===== config.mk =====
export PLATFORM = sky130hd
export DESIGN_NAME = wifi_rx_depun_fifo_flat
export DESIGN_NICKNAME = d
export VERILOG_FILES = /design/src/rtl/wifi_rx_depun_fifo_if.sv /design/src/rtl/wifi_rx_depun_fifo.sv /design/src/flat_wrapper.sv
export SDC_FILE = /design/constraint.sdc
export NUM_CORES = 1
export LEC_CHECK = 0
export CAP_MARGIN = 30
export CORE_ASPECT_RATIO = 1.25
export CORE_MARGIN = 2
export CORE_UTILIZATION = 45
export CTS_BUF_LIST = sky130_fd_sc_hd__clkbuf_8
export DETAILED_ROUTE_END_ITERATION = 7
export GPL_TIMING_DRIVEN = 0
export PLACE_DENSITY = 0.72
export SETUP_SLACK_MARGIN = 0.15
export SYNTH_ARGS = -nofsm -noshare
export SYNTH_HDL_FRONTEND = slang
export SYNTH_SLANG_ARGS = --single-unit

===== constraint.sdc =====
create_clock -name clk -period 4.2 [get_ports clk]
set_clock_uncertainty 0.1 [all_clocks]
set_input_delay 1.05 -clock clk [delete_from_list [all_inputs] [get_ports clk]]
set_output_delay 1.05 -clock clk [all_outputs]
set_load 0.1 [all_outputs]

===== src/rtl/wifi_rx_depun_fifo_if.sv =====
// wifi_rx_depun_fifo_if: soft-bit input, depunctured pair output and status flags
interface wifi_rx_depun_fifo_if #(parameter int DATA = 3);
  logic start;
  logic [1:0] rate;
  logic we;
  logic [DATA-1:0] data_in;
  logic re;
  logic [DATA-1:0] data_out_a;
  logic [DATA-1:0] data_out_b;
  logic erase_a;
  logic erase_b;
  logic valid_out;
  logic full;
  logic empty;
  logic overflow;
  logic finished;
  modport master (
    output start, rate, we, data_in, re,
    input data_out_a, data_out_b, erase_a, erase_b, valid_out, full, empty, overflow, finished
  );
  modport slave (
    input start, rate, we, data_in, re,
    output data_out_a, data_out_b, erase_a, erase_b, valid_out, full, empty, overflow, finished
  );
endinterface


===== src/rtl/wifi_rx_depun_fifo.sv =====
// wifi_rx_depun_fifo: buffers punctured soft bits and re-expands them into (A,B) pairs with erasures
module wifi_rx_depun_fifo #(
  parameter int DATA = 3,
  parameter int AD = 4,
  parameter int MEM = 16
) (
  input logic clk,
  input logic reset,
  wifi_rx_depun_fifo_if.slave bus
);
  logic [DATA-1:0] mem [MEM];
  logic [AD-1:0] wr_ptr, rd_ptr;
  logic [AD:0] count, need, count_nx;
  logic [2:0] ph, period;
  logic [1:0] rate_q;
  logic [DATA-1:0] w0, w1;
  logic wr_ok, issue, odd;
  assign period = rate_q == 2'd0 ? 3'd1 : rate_q == 2'd1 ? 3'd2 : rate_q == 2'd2 ? 3'd3 : 3'd5;
  assign need = ph == 3'd0 ? (AD+1)'(2) : (AD+1)'(1);
  assign bus.full = count == (AD+1)'(MEM);
  assign bus.empty = count == '0;
  assign wr_ok = bus.we && !bus.full;
  assign issue = bus.re && count >= need;
  assign count_nx = count + (AD+1)'(wr_ok) - (issue ? need : '0);
  assign w0 = mem[rd_ptr];
  assign w1 = mem[rd_ptr + 1'b1];
  // odd phases carry (bit, E); even nonzero phases carry (E, bit)
  assign odd = ph[0];
  always_ff @(posedge clk)
    if (!reset && !bus.start && wr_ok) mem[wr_ptr] <= bus.data_in;
  always_ff @(posedge clk) begin
    if (reset || bus.start) begin
      wr_ptr <= '0;
      rd_ptr <= '0;
      count <= '0;
      ph <= '0;
      rate_q <= reset ? 2'd0 : bus.rate;
      bus.valid_out <= 1'b0;
      bus.data_out_a <= '0;
      bus.data_out_b <= '0;
      bus.erase_a <= 1'b0;
      bus.erase_b <= 1'b0;
      bus.overflow <= 1'b0;
      bus.finished <= 1'b1;
    end else begin
      if (wr_ok) wr_ptr <= wr_ptr + 1'b1;
      if (bus.we && bus.full) bus.overflow <= 1'b1;
      count <= count_nx;
      bus.valid_out <= issue;
      if (issue) begin
        rd_ptr <= rd_ptr + need[AD-1:0];
        ph <= ph == period - 3'd1 ? 3'd0 : ph + 3'd1;
        bus.data_out_a <= (ph == 3'd0 || odd) ? w0 : '0;
        bus.data_out_b <= ph == 3'd0 ? w1 : odd ? '0 : w0;
        bus.erase_a <= ph != 3'd0 && !odd;
        bus.erase_b <= odd;
      end
      if (wr_ok) bus.finished <= 1'b0;
      else if (issue && count_nx == '0) bus.finished <= 1'b1;
    end
  end
endmodule


===== src/flat_wrapper.sv =====
// flat-port wrapper written by rule: the top's interface ports become plain ports
module wifi_rx_depun_fifo_flat 
#(
  parameter int DATA = 3,
  parameter int AD = 4,
  parameter int MEM = 16
)
  (clk, reset, bus_start, bus_rate, bus_we, bus_data_in, bus_re, bus_data_out_a, bus_data_out_b, bus_erase_a, bus_erase_b, bus_valid_out, bus_full, bus_empty, bus_overflow, bus_finished);
  wifi_rx_depun_fifo_if #(.DATA(DATA)) bus_i ();
  input logic clk;
  input logic reset;
  input wire logic [$bits(bus_i.start)-1:0] bus_start;
  input wire logic [$bits(bus_i.rate)-1:0] bus_rate;
  input wire logic [$bits(bus_i.we)-1:0] bus_we;
  input wire logic [$bits(bus_i.data_in)-1:0] bus_data_in;
  input wire logic [$bits(bus_i.re)-1:0] bus_re;
  output wire logic [$bits(bus_i.data_out_a)-1:0] bus_data_out_a;
  output wire logic [$bits(bus_i.data_out_b)-1:0] bus_data_out_b;
  output wire logic [$bits(bus_i.erase_a)-1:0] bus_erase_a;
  output wire logic [$bits(bus_i.erase_b)-1:0] bus_erase_b;
  output wire logic [$bits(bus_i.valid_out)-1:0] bus_valid_out;
  output wire logic [$bits(bus_i.full)-1:0] bus_full;
  output wire logic [$bits(bus_i.empty)-1:0] bus_empty;
  output wire logic [$bits(bus_i.overflow)-1:0] bus_overflow;
  output wire logic [$bits(bus_i.finished)-1:0] bus_finished;
  assign bus_i.start = bus_start;
  assign bus_i.rate = bus_rate;
  assign bus_i.we = bus_we;
  assign bus_i.data_in = bus_data_in;
  assign bus_i.re = bus_re;
  assign bus_data_out_a = bus_i.data_out_a;
  assign bus_data_out_b = bus_i.data_out_b;
  assign bus_erase_a = bus_i.erase_a;
  assign bus_erase_b = bus_i.erase_b;
  assign bus_valid_out = bus_i.valid_out;
  assign bus_full = bus_i.full;
  assign bus_empty = bus_i.empty;
  assign bus_overflow = bus_i.overflow;
  assign bus_finished = bus_i.finished;
  wifi_rx_depun_fifo #(.DATA(DATA), .AD(AD), .MEM(MEM)) u_core (.clk(clk), .reset(reset), .bus(bus_i));
endmodule

## Word level (Yosys, flattened, before mapping)

Memories as Yosys holds them, arrays and structs flattened. A register that Yosys moved wholly into a read port is not among the register bits.
Index checks and enable logic that the tools add are counted.

| cells by class | value |
|---|---|
| add/subtract/negate cells | 7 |
| magnitude comparators | 1 |
| eq/ne operators | 4 |
| multiplexer cells | 15 |
| reductions and logical operators | 19 |

Operators by type and width:

| operator | number |
|---|---|
| two-way mux 3 bit | 7 |
| logical NOT 5 bit | 2 |
| adder 4 x 1 -> 4 bit (second input constant) | 2 |
| two-way mux 4 bit | 2 |
| logical AND 1 bit | 7 |
| adder 5 x 1 -> 5 bit | 1 |
| equality test 5 bit (second input constant) | 1 |
| greater-or-equal comparator 5 bit | 1 |
| two-way mux 5 bit | 1 |
| subtractor 5 bit | 1 |
| adder 4 bit | 1 |
| logical NOT 1 bit | 4 |
| two-way mux 1 bit | 4 |
| adder 3 x 1 -> 3 bit (second input constant) | 1 |
| equality test 3 bit | 1 |
| logical NOT 3 bit | 1 |
| nonzero test 3 bit | 1 |
| subtractor 3 x 1 -> 3 bit (second input constant) | 1 |
| equality test 2 x 1 -> 1 bit (second input constant) | 1 |
| equality test 2 bit (second input constant) | 1 |
| logical NOT 2 bit | 1 |
| logical OR 1 bit | 2 |
| two-way mux 2 bit | 1 |
| nonzero test 2 bit | 1 |

| storage, ports and cells | value |
|---|---|
| register bits | 29 |
| bits in writable memories | 48 |
| input bits | 10 |
| word-level logic and storage cells | 59 |
| memories kept | 1 |

Memories:

| name | words | bits a word | rd ports | clocked after memory_dff | wr ports | line | text |
|---|---|---|---|---|---|---|---|
| u_core.mem | 16 | 3 | 2 | 1 | 1 | wifi_rx_depun_fifo.sv:11 | `logic [DATA-1:0] mem [MEM];` |

## Logic depth before layout (Yosys ltp)

| logic depth | value |
|---|---|
| word-level depth | 10 |
| depth in mapped cells | 17 |
| gate-level depth less buffers | 16 |

## Worst setup path before layout

No wires, ideal clock.

| timing path | value |
|---|---|
| path type | register to output |
| start point | register u_core.count[2] |
| end point | output bus_empty |
| data arrival time | 3655 ps |
| required time | 3050 ps |
| path slack | -605 ps |
| cell stages (with the launch flop) | 4 |
| buffers on the path | 0 |
| cell sequence | dfxtp_1 -> inv_1 -> ha_1 -> nor4b_1 |

| between the ends | value |
|---|---|
| word-level cells in the longest chain between the ends | 1 |

RTL lines:

| element | line | text |
|---|---|---|
| start: declaration | wifi_rx_depun_fifo.sv:13 | `logic [AD:0] count, need, count_nx;` |
| start signal: assignment | wifi_rx_depun_fifo.sv:48 | `count <= count_nx;` |
| logical NOT 5 bit | wifi_rx_depun_fifo.sv:21 | `assign bus.empty = count == '0;` |
| end: declaration | flat_wrapper.sv:23 | `output wire logic [$bits(bus_i.empty)-1:0] bus_empty;` |

No other way between the ends.

## Worst setup path in the final report

| timing path | value |
|---|---|
| start point | register u_core.ph[0] |
| end point | register u_core.bus.finished |

| between the ends | value |
|---|---|
| word-level cells in the longest chain between the ends | 9 |

RTL lines:

| element | line | text |
|---|---|---|
| start: declaration | wifi_rx_depun_fifo.sv:14 | `logic [2:0] ph, period;` |
| start signal: assignment | wifi_rx_depun_fifo.sv:52 | `ph <= ph == period - 3'd1 ? 3'd0 : ph + 3'd1;` |
| logical NOT 3 bit * | wifi_rx_depun_fifo.sv:19 | `assign need = ph == 3'd0 ? (AD+1)'(2) : (AD+1)'(1);` |
| two-way mux 2 bit * | wifi_rx_depun_fifo.sv:19 |  |
| greater-or-equal comparator 5 bit | wifi_rx_depun_fifo.sv:23 | `assign issue = bus.re && count >= need;` |
| logical AND 1 bit | wifi_rx_depun_fifo.sv:23 |  |
| two-way mux 5 bit | wifi_rx_depun_fifo.sv:24 | `assign count_nx = count + (AD+1)'(wr_ok) - (issue ? need : '0);` |
| subtractor 5 bit | wifi_rx_depun_fifo.sv:24 |  |
| logical NOT 5 bit | wifi_rx_depun_fifo.sv:59 | `else if (issue && count_nx == '0) bus.finished <= 1'b1;` |
| logical AND 1 bit * | wifi_rx_depun_fifo.sv:59 |  |
| nonzero test 2 bit (no source line) * | -- |  |
| end signal: assignment | wifi_rx_depun_fifo.sv:44 | `bus.finished <= 1'b1;` |
| end signal: assignment | wifi_rx_depun_fifo.sv:58 | `if (wr_ok) bus.finished <= 1'b0;` |
| end signal: assignment | wifi_rx_depun_fifo.sv:59 |  |
| end: declaration | wifi_rx_depun_fifo_if.sv:23 | `output data_out_a, data_out_b, erase_a, erase_b, valid_out, full, empty, overflow, finished` |

Every way passes the cells marked *; elsewhere a longest branch is shown, timed or not.
A chain may end at the register's enable or synchronous reset.

==> metrics <==
status complete, no violations; register area share after synthesis 52.3%; most common cell after layout, fill and taps aside edfxtp_1; die width slightly below 90 um; Die ar. 9800 um2; Worst setup SP type register; Die Ht 110 um; Via density 5.48; Pint 1470 uW; DR iter-0 viols 130; clk buf depth 2; Comb power frac 35.3%; Synth async-reset ratio 0%; synthesized instance count 303; CORE AREA about 8700 um2; Post-synth top flop edfxtp_1; Site Rows 38; first-pass iteration count of the detailed router 4; layout cells sized above 1 11.9%; critical path capture point type register; Port Buffer Count 22; Via Count 2543; fin worst setup slack 0.379 ns; ANT nets after route 0; CTS tree done; synthesized cell area 4060 um2; clock power share between 20 and 30%; PD cells 493 nW/um2; CTS Root Cell clkbuf_8; H-tree levels 3; Rel. slew slack 34.1%; dpl hpwl around 5.9 mm; CTS buffer count 9; Syn Nets about 340; hold_buf cts 0; Fillers approximately 740; sw frac between 30% and 40%; worst slew pin tran 0.986 ns; Min-Delay Path Class reg2reg; setup violators final 0; first-pass GRT wire length 12.7 mm; GRT Total Usage 17.8%; total power between 2000 and 2500 uW; sequential share of power 39.7%; Inserted Diodes 0; Sink Count 81; Leak 0.00161 uW; Synth cell types 40; most frequent cells in the layout edfxtp_1, nor2_1, dfxtp_1, nand2_1, clkdlybuf4s50_1; pre-CTS setup slack -0.0700 ns; vias in the first global route around 2.6k; post-route design area 4670 um2; required time of the worst setup path approximately 4.4 ns; Final Slew Violations 0; P_sw 826 uW; fin nets 372; synth-to-layout area growth 15.0%; synthesized area per cell 13.4 um2; largest net degree at the start of global routing 17; Critical Path Fanout Max 8; Final Wtd Congestion 0.767; count of warnings emitted by yosys 0; worst hold slack 0.359 ns; Final Hold Viols 0; post-placement cell area 4430 um2; drt wl/cell 16.9 um; Residual DRC 0; unrepaired setup endpoints after global routing false; Arr. time, crit path 4.02 ns; WL final 7.83 mm; I/O pins 23; initial antenna violation count 0; count of state elements after synthesis slightly above 80; Initial Util 46.6%; max-capacitance violation count 0; Max Freq 262 MHz; Tmin final 3.82 ns; Post-synth EDFFs 50; clock slew at reported path FFs around 0.09 ns; Setup CP Type reg2reg; fin crit share 91.0%; Overflow after GRT 0; clk_lat worst skew ~0.37 ns; VDD IR-drop max 0.198 mV
## flip-flops by register name (all words and copies together) (netlist names), 2 cells and up, named ones only
| name | count |
|---|---|
| u_core.ph | 3 |
| u_core.bus.data_out_a | 3 |
| u_core.count | 5 |
| u_core.bus.data_out_b | 3 |
| u_core.rate_q | 2 |
| u_core.mem | 48 |
| u_core.rd_ptr | 4 |
| u_core.wr_ptr | 4 |
## path summary, 6_finish.rpt
kind	start	endpoint	cells after the start	slack, ns
worst max-delay path	u_core.ph[0]	u_core.bus.finished	17	0.38
worst min-delay path	u_core.bus.erase_b	u_core.bus.erase_b	2	0.36
worst max register to register	u_core.ph[0]	u_core.bus.finished	17	0.38
worst min register to register	u_core.bus.erase_b	u_core.bus.erase_b	2	0.36
## metrics by stage
stage	setup TNS (ns)	utilization [%]	instances
3_3_place_gp	0	51.0	445
4_1_cts	0	53.4	462
2_1_floorplan	0	-	303
3_5_place_dp	-0.0700	51.0	445
5_1_grt	0	53.6	464
6_report	0	53.6	464
## synthesized netlist by cell type, types with 5 or more instances
cell	instances	area [um2]
a21oi_1	13	65.1
a22oi_1	9	67.6
dfxtp_1	31	621
edfxtp_1	50	1500
ha_1	21	263
inv_1	15	56.3
mux2i_1	9	90.1
mux4_1	17	447
mux4_2	7	158
nand2_1	22	82.6
nand3_1	14	70.1
nor2_1	33	124
nor2b_1	5	31.3
nor3_1	7	35.0
xor2_1	6	52.6
## worst max-delay path, cell delays in order (launching register included)
cell and delay, ns:
dfxtp_2 0.40, inv_1 0.08, ha_1 0.23, nand2b_4 0.13, ha_1 0.25, and4b_4 0.22, o41ai_4 0.36, buf_6 0.18
nor2_1 0.05, ha_1 0.27, inv_1 0.04, ha_1 0.20, fa_1 0.42, a21oi_1 0.18, o21bai_1 0.09, xor2_1 0.24
a41oi_1 0.15, o21ai_0 0.16
## final cells by class
type / count / area, um2 / area share [%]
plain buffers: 11 / 71.3 / 1.53
flip-flops and latches: 81 / 2120 / 45.5
inverters: 15 / 56.3 / 1.21
well taps: 120 / 150 / 3.22
multi-input cells: 196 / 1820 / 39.0
clock buffers: 9 / 124 / 2.65
repair buffers: 25 / 243 / 5.20
clock inverters: 7 / 76.3 / 1.64
## cells by family (layout without fill, tap and decap cells)
logic type / count (synthesis) / after routing / share of synthesized area, %
AOI/OAI and AO/OA: 32 / 32 / 5.55
xor gates and xnor gates: 9 / 9 / 2.41
adders and majority gates: 23 / 23 / 7.46
and+or+nand+nor: 99 / 99 / 12.0
buffers and inverters: 26 / 67 / 3.14
DFF: 81 / 81 / 52.3
muxes: 33 / 33 / 17.1
## routing by layer
layer | GRT usage [%] | routed length [um]
met1 | 19.1 | 3130
met2 | 31.2 | 4110
met3 | 4.24 | 248
met4 | 10.6 | 348
met5 | 0 | 0
## power by group through the flow
stage	Sequential (uW)	Combinational [uW]	Clock [uW]
final	914	811	576
after detailed placement	932	785	0
after global placement	931	767	0
after CTS	914	799	589
after global routing	920	878	621
after floorplan	1010	519	0
## repair_timing
item	in CTS	in global routing
setup endpoints to repair	2	1
buffers inserted	1	2
gates resized for setup	1	3
pin swaps	1	2
No activity file was read; power rests on OpenSTA's default activity.
